<file path="config.mk">
export PLATFORM = sky130hd
export DESIGN_NAME = alu_pipe_flat
export DESIGN_NICKNAME = d
export VERILOG_FILES = /design/src/rtl/alu_pipe_if.sv /design/src/rtl/alu_pipe.sv /design/src/flat_wrapper.sv
export SDC_FILE = /design/constraint.sdc
export NUM_CORES = 1
export LEC_CHECK = 0
export ABC_AREA = 1
export ABC_CLOCK_PERIOD_IN_PS = 2300
export CAP_MARGIN = 15
export CORE_MARGIN = 5
export CORE_UTILIZATION = 50
export DETAILED_ROUTE_END_ITERATION = 16
export GPL_TIMING_DRIVEN = 0
export PLACE_DENSITY_LB_ADDON = 0.25
export SYNTH_ARGS = -nofsm -noshare
export SYNTH_HDL_FRONTEND = slang
export SYNTH_SLANG_ARGS = --single-unit
</file>
<file path="constraint.sdc">
create_clock -name clk -period 2.3 [get_ports clk]
set_input_delay 0.46 -clock clk [delete_from_list [all_inputs] [get_ports clk]]
set_output_delay 0.46 -clock clk [all_outputs]
set_load 0.02 [all_outputs]
</file>
<file path="src/rtl/alu_pipe_if.sv">
// Request/response bundle for alu_pipe: operands, opcode and tag in; result, flags and tag out.
// No storage; pure signal grouping.
// Back-pressure through in_ready/out_ready valid-ready pairs.
interface alu_pipe_if #(
  parameter int WIDTH = 32,
  parameter int TAG_W = 4
);
  logic             in_valid;
  logic             in_ready;
  logic [WIDTH-1:0] in_a;
  logic [WIDTH-1:0] in_b;
  logic [2:0]       in_op;
  logic [TAG_W-1:0] in_tag;
  logic             out_valid;
  logic             out_ready;
  logic [WIDTH-1:0] out_result;
  logic [TAG_W-1:0] out_tag;
  logic             out_carry;
  logic             out_ovf;
  logic             out_zero;

  // Producer/consumer side (issue logic and writeback arbiter)
  modport master (
    output in_valid, in_a, in_b, in_op, in_tag, out_ready,
    input  in_ready, out_valid, out_result, out_tag, out_carry, out_ovf, out_zero
  );

  // ALU side
  modport slave (
    input  in_valid, in_a, in_b, in_op, in_tag, out_ready,
    output in_ready, out_valid, out_result, out_tag, out_carry, out_ovf, out_zero
  );
endinterface

</file>
<file path="src/rtl/alu_pipe.sv">
// Pipelined 8-op ALU with carry/overflow/zero flags and a pass-through request tag.
// Latency PIPE_STAGES cycles from accepting edge; one op per cycle when not stalled.
// Stalled stages hold; bubbles are squeezed out; in_ready drops only when every stage is full.
module alu_pipe #(
  parameter int WIDTH       = 32,
  parameter int PIPE_STAGES = 2,
  parameter int TAG_W       = 4
) (
  input logic       clk,
  input logic       rst_n,
  alu_pipe_if.slave bus
);

  typedef struct packed {
    logic [WIDTH-1:0] result;
    logic [TAG_W-1:0] tag;
    logic             carry;
    logic             ovf;
    logic             zero;
  } stage_t;

  stage_t                 st [PIPE_STAGES];
  stage_t                 alu;
  logic [PIPE_STAGES-1:0] vld;
  logic [PIPE_STAGES-1:0] rdy;
  logic                   up;
  logic                   take;
  logic [WIDTH-1:0]       b_eff;
  logic                   cin;
  logic [WIDTH:0]         sum;
  logic                   arith_ovf;

  // Stage k may load when it or any later stage has a hole, or the consumer drains the last one.
  // Written as a direct OR-reduction rather than a ripple chain to keep the logic loop-free.
  always_comb begin
    rdy = '0;
    for (int k = 0; k < PIPE_STAGES; k++) begin
      rdy[k] = bus.out_ready || (((~vld) >> k) != '0);
    end
  end

  // up holds off acceptance until the first edge after reset release.
  assign bus.in_ready = up && rdy[0];
  assign take         = bus.in_valid && bus.in_ready;

  // Compute the result and flags of the presented op; SUB reuses the adder as A + ~B + 1.
  always_comb begin
    cin       = (bus.in_op == 3'b001);
    b_eff     = cin ? ~bus.in_b : bus.in_b;
    sum       = {1'b0, bus.in_a} + {1'b0, b_eff} + {{WIDTH{1'b0}}, cin};
    arith_ovf = (bus.in_a[WIDTH-1] == b_eff[WIDTH-1]) && (sum[WIDTH-1] != bus.in_a[WIDTH-1]);
    alu       = '0;
    alu.tag   = bus.in_tag;
    case (bus.in_op)
      3'b000, 3'b001: begin
        alu.result = sum[WIDTH-1:0];
        alu.carry  = sum[WIDTH];
        alu.ovf    = arith_ovf;
      end
      3'b010:  alu.result = {{(WIDTH-1){1'b0}}, (bus.in_a > bus.in_b)};
      3'b011:  alu.result = {{(WIDTH-1){1'b0}}, ($signed(bus.in_a) > $signed(bus.in_b))};
      3'b100:  alu.result = bus.in_a & bus.in_b;
      3'b101:  alu.result = bus.in_a | bus.in_b;
      3'b110:  alu.result = bus.in_a ^ bus.in_b;
      default: alu.result = {{(WIDTH-1){1'b0}}, (bus.in_a == bus.in_b)};
    endcase
    alu.zero = (alu.result == '0);
  end

  // Pipeline registers: stage 0 captures the ALU output, later stages are pure delay.
  always_ff @(posedge clk or negedge rst_n) begin
    if (!rst_n) begin
      up  <= 1'b0;
      vld <= '0;
      for (int k = 0; k < PIPE_STAGES; k++) begin
        st[k] <= '0;
      end
    end else begin
      up <= 1'b1;
      if (rdy[0]) begin
        vld[0] <= take;
        if (take) begin
          st[0] <= alu;
        end
      end
      for (int k = 1; k < PIPE_STAGES; k++) begin
        if (rdy[k]) begin
          vld[k] <= vld[k-1];
          if (vld[k-1]) begin
            st[k] <= st[k-1];
          end
        end
      end
    end
  end

  assign bus.out_valid  = vld[PIPE_STAGES-1];
  assign bus.out_result = st[PIPE_STAGES-1].result;
  assign bus.out_tag    = st[PIPE_STAGES-1].tag;
  assign bus.out_carry  = st[PIPE_STAGES-1].carry;
  assign bus.out_ovf    = st[PIPE_STAGES-1].ovf;
  assign bus.out_zero   = st[PIPE_STAGES-1].zero;

endmodule

</file>
<file path="src/flat_wrapper.sv">
// flat-port wrapper written by rule: the top's interface ports become plain ports
module alu_pipe_flat 
#(
  parameter int WIDTH       = 32,
  parameter int PIPE_STAGES = 2,
  parameter int TAG_W       = 4
)
  (clk, rst_n, bus_in_valid, bus_in_a, bus_in_b, bus_in_op, bus_in_tag, bus_out_ready, bus_in_ready, bus_out_valid, bus_out_result, bus_out_tag, bus_out_carry, bus_out_ovf, bus_out_zero);
  alu_pipe_if #(.WIDTH(WIDTH), .TAG_W(TAG_W)) bus_i ();
  input logic clk;
  input logic rst_n;
  input wire logic [$bits(bus_i.in_valid)-1:0] bus_in_valid;
  input wire logic [$bits(bus_i.in_a)-1:0] bus_in_a;
  input wire logic [$bits(bus_i.in_b)-1:0] bus_in_b;
  input wire logic [$bits(bus_i.in_op)-1:0] bus_in_op;
  input wire logic [$bits(bus_i.in_tag)-1:0] bus_in_tag;
  input wire logic [$bits(bus_i.out_ready)-1:0] bus_out_ready;
  output wire logic [$bits(bus_i.in_ready)-1:0] bus_in_ready;
  output wire logic [$bits(bus_i.out_valid)-1:0] bus_out_valid;
  output wire logic [$bits(bus_i.out_result)-1:0] bus_out_result;
  output wire logic [$bits(bus_i.out_tag)-1:0] bus_out_tag;
  output wire logic [$bits(bus_i.out_carry)-1:0] bus_out_carry;
  output wire logic [$bits(bus_i.out_ovf)-1:0] bus_out_ovf;
  output wire logic [$bits(bus_i.out_zero)-1:0] bus_out_zero;
  assign bus_i.in_valid = bus_in_valid;
  assign bus_i.in_a = bus_in_a;
  assign bus_i.in_b = bus_in_b;
  assign bus_i.in_op = bus_in_op;
  assign bus_i.in_tag = bus_in_tag;
  assign bus_i.out_ready = bus_out_ready;
  assign bus_in_ready = bus_i.in_ready;
  assign bus_out_valid = bus_i.out_valid;
  assign bus_out_result = bus_i.out_result;
  assign bus_out_tag = bus_i.out_tag;
  assign bus_out_carry = bus_i.out_carry;
  assign bus_out_ovf = bus_i.out_ovf;
  assign bus_out_zero = bus_i.out_zero;
  alu_pipe #(.WIDTH(WIDTH), .PIPE_STAGES(PIPE_STAGES), .TAG_W(TAG_W)) u_core (.clk(clk), .rst_n(rst_n), .bus(bus_i));
endmodule
</file>
Word-level counts from Yosys, hierarchy flattened

Index checks and enable logic that the tools add are counted.

Output and inout bits: 41
Logic and storage cells: 45
Input bits: 75
Register bits: 81

Equal/unequal tests: 9
Multiplexer cells: 3
Add/subtract/negate cells: 2
Bitwise logic cells: 5
Reductions and logical operators: 11
$lt $le $gt $ge: 2

Operators by type and width:

| operator             | count |
|---|---|
| $pmux W32 S6         | 1 |
| $gt A32 B32 Y1       | 2 |
| $add A32 B32 Y33     | 1 |
| $add A33 B1 Y33      | 1 |
| $and A32 B32 Y32     | 1 |
| $eq A32 B32 Y1       | 1 |
| $logic_not A32 Y1    | 1 |
| $mux W32             | 1 |
| $not A32 Y32         | 1 |
| $or A32 B32 Y32      | 1 |
| $xor A32 B32 Y32     | 1 |
| $eq A3 B3 Y1 const B | 3 |
| $eq A3 B2 Y1 const B | 2 |
| $reduce_and A2 Y1    | 2 |
| $eq A3 B1 Y1 const B | 1 |
| $logic_and A1 B1 Y1  | 3 |
| $logic_not A3 Y1     | 1 |
| $logic_or A1 B1 Y1   | 2 |
| $mux W2              | 1 |
| $not A2 Y2           | 1 |
| $reduce_bool A2 Y1   | 1 |
| $reduce_or A2 Y1     | 1 |
| $eq A1 B1 Y1         | 1 |
| $ne A1 B1 Y1         | 1 |

Longest topological paths before layout

Gate-level depths: netlist of run 1.

Depth after elaboration: 7
Gate-level depth with buffers: 26
Mapped depth without buffers: 23

Worst setup path before layout of run 1

OpenSTA, ideal clock, no wires.

Kind: input -> register
From: input port bus_in_op[1]
To: register u_core.st[39] in the netlist's numbering
Library setup time: 0.066 ns
Data required time: 2.234 ns
Cell stages on the path: 21
Arrival: 3.179 ns
Slack: -0.945 ns
Buffers on the path: 4
Path through: buf_6 nor2_8 buf_2 buf_2 nand2_1 buf_2 xor2_1 ha_1 a21oi_1 and2_4 nor2_2 nor2_2 nand2_2 a21oi_4 o21ai_1 or2_1 nand3_1 nand2_1 nor2_1 nand3_1 nand2_1

Longest elaborated chain between the ends: 6
Elaborated cells between the ends (all ways): 13
Those cells by class: add/sub: 2; eq/ne: 6; mux: 2; reduce/logical: 3

Ends and longest elaborated chain:

| what                           | line                           | RTL |
|---|---|---|
| start: declaration             | flat_wrapper.sv:15             | `input wire logic [$bits(bus_i.in_op)-1:0] bus_in_op;` |
| $eq A3 B1 Y1                   | alu_pipe.sv:48, alu_pipe.sv:54 |  |
| $mux W32                       | alu_pipe.sv:49                 | `b_eff = cin ? ~bus.in_b : bus.in_b;` |
| $add A32 B32 Y33               | alu_pipe.sv:50                 | `sum = {1'b0, bus.in_a} + {1'b0, b_eff} + {{WIDTH{1'b0}}, cin};` |
| $add A33 B1 Y33                | alu_pipe.sv:50                 |  |
| $pmux W32 S6 (*)               | alu_pipe.sv:54                 | `case (bus.in_op)` |
| $logic_not A32 Y1 (*)          | alu_pipe.sv:67                 | `alu.zero = (alu.result == '0);` |
| end signal: indexed assignment | alu_pipe.sv:90                 | `st[k] <= st[k-1];` |
| end: declaration               | alu_pipe.sv:22                 | `stage_t st [PIPE_STAGES];` |

Every way passes the cells marked *; elsewhere a longest branch is shown, timed or not.
A chain may end at the register's enable or synchronous reset.

Worst setup path after layout of run 1

Ends and elaborated chain as after synthesis.

==> metrics.txt, run 1 <==
status complete, but fails checks; failing checks negative setup slack; Layout Area Growth over Synthesis 42.3%; core area 17200 µm²; Critical Path Start bus_in_op[1]; Num CTS Buffers 9; RSZ-0062 raised after global routing yes; largest net degree at the start of global routing 61; DR iter-0 viols 595; commonest non-fill, non-tap cell in the layout nand2_1; Worst VDD drop 0.587 mV; FP Rows 48; final setup fails 27; DP Area 10300 µm²; drt pass-1 iters 5; DP HPWL 19400 µm; nets 1632; met1 usage 0.321; Placer Congestion 0.922; Final ANT Viol Nets 0; diodes inserted 0; Final min period 2.92 ns; Avg Cell Area, Syn 7.01 µm²; initial antenna violation count 0; Clock Latency Late Sink 0.33 ns; Cell variety after synth 49; most used cell along the critical path nand2_2; # port buffers 112; busiest grt layer met2; H-tree depth 3; Root Driver clkbuf_16; DR DRC count 0; critical path endpoint u_core.st[39]; Die Span X 142 µm; Slew Limit Fails 0; FF-to-FF End u_core.st[39]; pre-CTS setup slack -1.32 ns; HP Class in -> async; most frequent cells in the layout nand2_1 (218), inv_1 (182), ha_1 (101); cell chain of the critical path buf_12 > nor2_8 > buf_8 > nand2_8 > buf_12 > xor2_1 > ha_1 > nand2_2 > buf_6 > nor3_4 > nand2_1 > nand2_2 > nand3_2 > nand2_2 > nand2_1 > nand3_1 > nand2_2 > nor2_4 > nand3_2 > nor2_2 > nand3_1 > nand2_1; Non-Filler Instances 1659; FMAX 0.342 GHz; FF-to-FF setup slack 0.04 ns; CP Capture Type flop; CP max stage cell ha_1; slowest stage delay, CP 0.38 ns; Vias/cell 5.25; Via Count 8706; Mapped Area 8730 µm²; share of cells above drive strength 1 0.315; power density over cell area 562 nW/µm²; Post-synth EDFFs 0; RR Startpoint u_core.vld[1]; met3 GRT Util 0.0155; all-layer global routing usage 0.239; remaining global-route overflow 0; CP arrival 3.19 ns; die area 20200 µm²; critical path's top delay family simple AND/OR/NAND/NOR gates; final worst slack -0.620 ns; worst endpoint required time 2.57 ns; # Max-Cap Violations 0; Yosys warnings 0; vias in the first global route 7992; cts hold-fix bufs 0; ys flop type dfrtp_1; I/O pin count 116; Worst Path Max Fanout 6; placed cells 1584; clk sink count 81; Least-Margin Pin Slew 0.803 ns; die height 142 µm; Rel. slew slack 0.464; fraction of the yosys area taken by sequential cells 0.232; Initial Utilization 0.507; Startpoint Class input pin; met2 Usage GRT 0.414; Synth Instances 1246; TritonCTS clock tree built; CTS clk-pin slew, worst paths 0.06 ns; Hold Violations, Final 0; asr flop ratio synth 1.00; first-pass GRT wire length 39200 µm; clk_skew 0.00473 ns; period utilisation layout 1.27; design area 12400 µm²; wire per inst 15.9 µm; flops & latches, synth 81; Core Util, Final 0.721; Post-Syn Nets 1449; wirelength, routed 26300 µm; Setup Crit Path Kind in -> reg; LEAKAGE 0.00637 µW; clk buf depth 2; WP depth 22; FF-to-FF path depth 15; worst path bufs/invs 4
## flip-flops by register name (all words and copies together), names as in the netlist
register / count
u_core.st: 39
u_core.bus.out_result: 32
u_core.bus.out_tag: 4
u_core.vld: 2
u_core.bus.out_carry: 1
u_core.bus.out_ovf: 1
u_core.bus.out_zero: 1
u_core.up: 1
## stage by stage
step,hold slack [ns],TNS (ns),total power (µW)
6_report,0.0216,-7.50,6980
5_1_grt,0.0357,-11.02,7400
2_1_floorplan,0.164,-11.19,3850
4_1_cts,0.0215,-7.72,6530
3_5_place_dp,0.373,-28.03,4880
3_3_place_gp,0.450,-185.58,4820
## worst register-to-register path, delay by kind of cell, from the launching register on
| kind | cells | cell delay, ns |
|---|---|---|
| AND/OR/NAND/NOR | 15 | 1.84 |
| flip-flops | 1 | 0.37 |
## where the power goes
group / total (µW) / switching, µW / leakage [µW] / internal (µW)
logic: 3680 / 1970 / 0.00519 / 1710
registers: 1910 / 163 / 0.00104 / 1750
clock network: 1390 / 522 / 0.000142 / 865
## metal layers
| layer | share of wire | wire, µm |
|---|---|---|
| met2 | 0.48 | 12700 |
| met1 | 0.43 | 11400 |
| met4 | 0.030 | 785 |
| met5 | 0 | 0 |
| met3 | 0.054 | 1430 |
## kinds of logic after synthesis
group           count (synthesis)  share of synthesized area
simple gates                  518                      0.264
other cells                     1                   0.000429
fa+ha+maj                     128                      0.184
mux                            19                     0.0245
xor+xnor                       32                     0.0321
buf+inv                       288                      0.145
compound gates                179                      0.118
flops                          81                      0.232
## how the worst min path moves through the flow
stage | cells past startpoint | endpoint | start | slack [ns]
after floorplan | 0 | u_core.bus.out_carry | rst_n | 0.16
after global placement | 2 | u_core.st[45] | u_core.st[45] | 0.45
after detailed placement | 1 | u_core.bus.out_result[5] | rst_n | 0.37
after CTS | 1 | u_core.st[47] | rst_n | 0.02
after global routing | 1 | u_core.st[47] | rst_n | 0.04
final | 1 | u_core.st[56] | rst_n | 0.02
## synthesized netlist by cell type, types with 5 or more instances
master    number  area share
inv_1        211       0.091
nand3_1       60       0.034
ha_1         127        0.18
dfrtp_1       81        0.23
nor2_1        84       0.036
nor3_1        10      0.0057
clkbuf_1      13      0.0056
o21ai_0       60       0.034
buf_2          8      0.0046
o22ai_1       21       0.015
nand3b_1       8      0.0069
xor2_1        32       0.032
mux2_2        19       0.025
inv_2          9      0.0039
nand2_2       21       0.015
nand2_1      295        0.13
o21bai_1       6      0.0052
a21oi_1       63       0.036
nand4_1       11      0.0079
nand3_2        8      0.0092
buf_4         38       0.033
o21ai_1        5      0.0029
nor2_2         9      0.0064
## repair_timing
item	CTS	global route
cloned	1	1
buffers inserted	24	34
pin swaps	55	100
endpoints found under the setup margin	32	32
endpoints found under the hold margin	0	0
gates resized for setup	147	226
## cell type report
class	count	area, µm²
multi-input combinational	877	6740
fill	1373	4810
sequential	81	2030
timing repair buffer	173	1750
inverter	222	836
buffer	65	489
tap	225	282
clock buffer	11	243
clock inverter	5	55.1
Power figures use the tool's default switching activity.
==> run 2: changes to the inputs <==
Settings changed: SLEW_MARGIN set to 20.
==> run 2 against run 1 <==
Compared with the run above: the run still ends with negative setup slack left; combinational power grew 4%; worst setup slack worse by 0.074 ns; die area stayed put; clock skew about the same; design area rose by 2.5%; register-to-register slack gained 0.10 ns; critical path type unchanged; largest cell class unchanged; largest power group unchanged; highest routed layer unchanged.
==> metrics.txt, run 2 (synthesis gave the netlist of run 1 again) <==
Layout Area Growth over Synthesis 45.9%; Rel. slew slack 0.455 (-0.00976); clk_skew 0.00456 ns (-0.000175 ns); LEAKAGE 0.00638 µW (+0.11%); failing checks negative setup slack; DP HPWL 19400 µm (-0.15%); first-pass GRT wire length 39900 µm (+1.8%); worst path bufs/invs 5 (+1); Vias/cell 5.30 (+0.97%); diodes inserted 0 (unchanged); core area 17200 µm² (unchanged); Placer Congestion 0.922 (unchanged); WP depth 24 (+9.1%); clk buf depth 2 (unchanged); Final min period 2.99 ns (+0.0740 ns); FF-to-FF path depth 15 (unchanged); largest net degree at the start of global routing 61 (unchanged); all-layer global routing usage 0.245 (+0.00618); multi-input logic area 6970 µm² (+3.3%); RR Startpoint u_core.vld[1]; initial antenna violation count 0 (unchanged); filler cell count 1306 (-4.9%); critical path endpoint u_core.st[39]; # Max-Cap Violations 0 (unchanged); Clock Latency Late Sink 0.33 ns (about the same); DR DRC count 0 (unchanged); remaining global-route overflow 0 (unchanged); final setup fails 27 (unchanged); Final ANT Viol Nets 0 (unchanged); max reg flops 39 (unchanged); period utilisation layout 1.30 (+0.0322); cell chain of the critical path buf_12 > nor2_8 > buf_8 > nand2_8 > buf_12 > xor2_4 > ha_4 > buf_6 > nand2_4 > nor2_4 > inv_2 > nor2_4 > nand2_2 > nand3_1 > nand2_1 > nand3_2 > nand2_4 > nor3_2 > nand3_1 > nor2_2 > nand3_2 > nor2_2 > nand3_1 > nand2_1; FMAX 0.334 GHz (-2.5%); commonest non-fill, non-tap cell in the layout nand2_1; die height 142 µm (unchanged); Critical Path Start bus_in_op[1]; drt pass-1 iters 6 (+1); Hold Violations, Final 0 (unchanged); Worst VDD drop 0.731 mV (+24%); Worst Path Max Fanout 6 (unchanged); CTS clk-pin slew, worst paths 0.06 ns (about the same); Slew Limit Fails 0 (unchanged); power density over cell area 565 nW/µm² (+0.64%); clk sink count 81 (unchanged); I/O pin count 116 (unchanged); Startpoint Class input pin; Root Driver clkbuf_16; most used cell along the critical path nand3_1; status complete, but fails checks; vias in the first global route 8212 (+2.8%); die area 20200 µm² (unchanged); Core Util, Final 0.739 (+0.0180); Via Count 8838 (+1.5%); Least-Margin Pin Slew 0.818 ns (+0.0146 ns); Die Span X 142 µm (unchanged); FF-to-FF End u_core.st[39]; wirelength, routed 27100 µm (+2.7%); slowest stage delay, CP 0.32 ns (-0.06 ns); worst endpoint required time 2.57 ns (about the same); Setup Crit Path Kind in -> reg; H-tree depth 3 (unchanged); most flop-heavy register u_core.st; FP Rows 48 (unchanged); RSZ-0062 raised after global routing yes; CP max stage cell ha_4; Num CTS Buffers 9 (unchanged); DR iter-0 viols 573 (-3.7%); CP Capture Type flop; critical path's top delay family simple AND/OR/NAND/NOR gates; wire per inst 16.2 µm (+2.2%); Initial Utilization 0.507 (unchanged); CP arrival 3.26 ns (+0.07 ns); share of cells above drive strength 1 0.346 (+0.0313); HP Class in -> async; most frequent cells in the layout nand2_1 (206), inv_1 (174), ha_1 (101); worst hold slack 0.0171 ns (-0.00451 ns); TritonCTS clock tree built; # port buffers 112 (unchanged); nets 1641 (+0.55%); final worst slack -0.694 ns (-0.0740 ns); FF-to-FF setup slack 0.14 ns (+0.10 ns); Register Area 2030 µm² (unchanged)
==> run 2: cell types whose count changed in the layout (fill, tap and decap cells not counted), moves of 6 or more <==
cell,previous run,this run
inv_1,182,174
nand2_2,74,83
dlymetal6s2s_1,23,9
buf_6,20,26
inv_2,38,44
nand2_1,218,206
clkdlybuf4s50_1,77,88
==> run 2: routing by layer <==
layer	up-vias	global-route usage	wire length [µm]
met5	-	0	0
met4	0	0.0929	1060
met3	82	0.0202	1490
met2	296	0.421	13100
met1	4173	0.323	11400
li1	4287	-	-
==> run 2: worst min path at each step <==
stage | to | start | slack, ns | cells past startpoint
2_1_floorplan | u_core.bus.out_carry | rst_n | 0.16 | 0
3_5_place_dp | u_core.bus.out_result[5] | rst_n | 0.37 | 1
5_1_grt | u_core.st[47] | rst_n | 0.03 | 1
4_1_cts | u_core.st[56] | rst_n | 0.02 | 1
6_report | u_core.st[56] | rst_n | 0.02 | 1
3_3_place_gp | u_core.st[45] | u_core.st[45] | 0.45 | 2
==> run 2: cell type report <==
class                           count  share of cell area
Buffer                             65              0.0391
Clock buffer                       10              0.0180
Clock inverter                      6             0.00648
Inverter                          222              0.0660
Multi-Input combinational cell    877               0.547
Sequential cell                    81               0.159
Tap cell                          225              0.0221
Timing Repair Buffer              182               0.142
==> run 2: stage by stage <==
| step | setup WS, ns | total power (µW) | area (µm²) | std cells | TNS, ns |
|---|---|---|---|---|---|
| 3_3_place_gp | -1.97 | 4820 | 10300 | 1583 | -185.58 |
| 3_5_place_dp | -1.31 | 4880 | 10300 | 1584 | -28.13 |
| 4_1_cts | -0.652 | 6720 | 11600 | 1646 | -8.95 |
| 5_1_grt | -0.798 | 7610 | 12700 | 1668 | -10.51 |
| 2_1_floorplan | -0.687 | 3850 | 8860 | 1246 | -11.19 |
| 6_report | -0.694 | 7200 | 12700 | 1668 | -7.77 |
==> run 2: timing repair <==
action | 4_1_cts | 5_1_grt
resized for setup | 180 | 249
cloned | 2 | 0
pin swaps | 84 | 111
setup endpoints to repair | 32 | 32
hold buffers | 0 | 0
hold endpoints to repair | 0 | 0
buffers inserted | 46 | 29
==> run 2: power breakdown <==
part	switching [µW]	internal [µW]	leakage, µW	total [µW]
Sequential	164	1750	0.00104	1910
Combinational	2040	1770	0.00518	3810
Clock	537	944	0.000152	1480
Total	2740	4460	0.00638	7200
==> run 2: worst reg2reg max path: cells and delay by family, from the launching register on <==
family           cells  cell delay, ns
and+or+nand+nor     15            1.72
DFF                  1            0.37
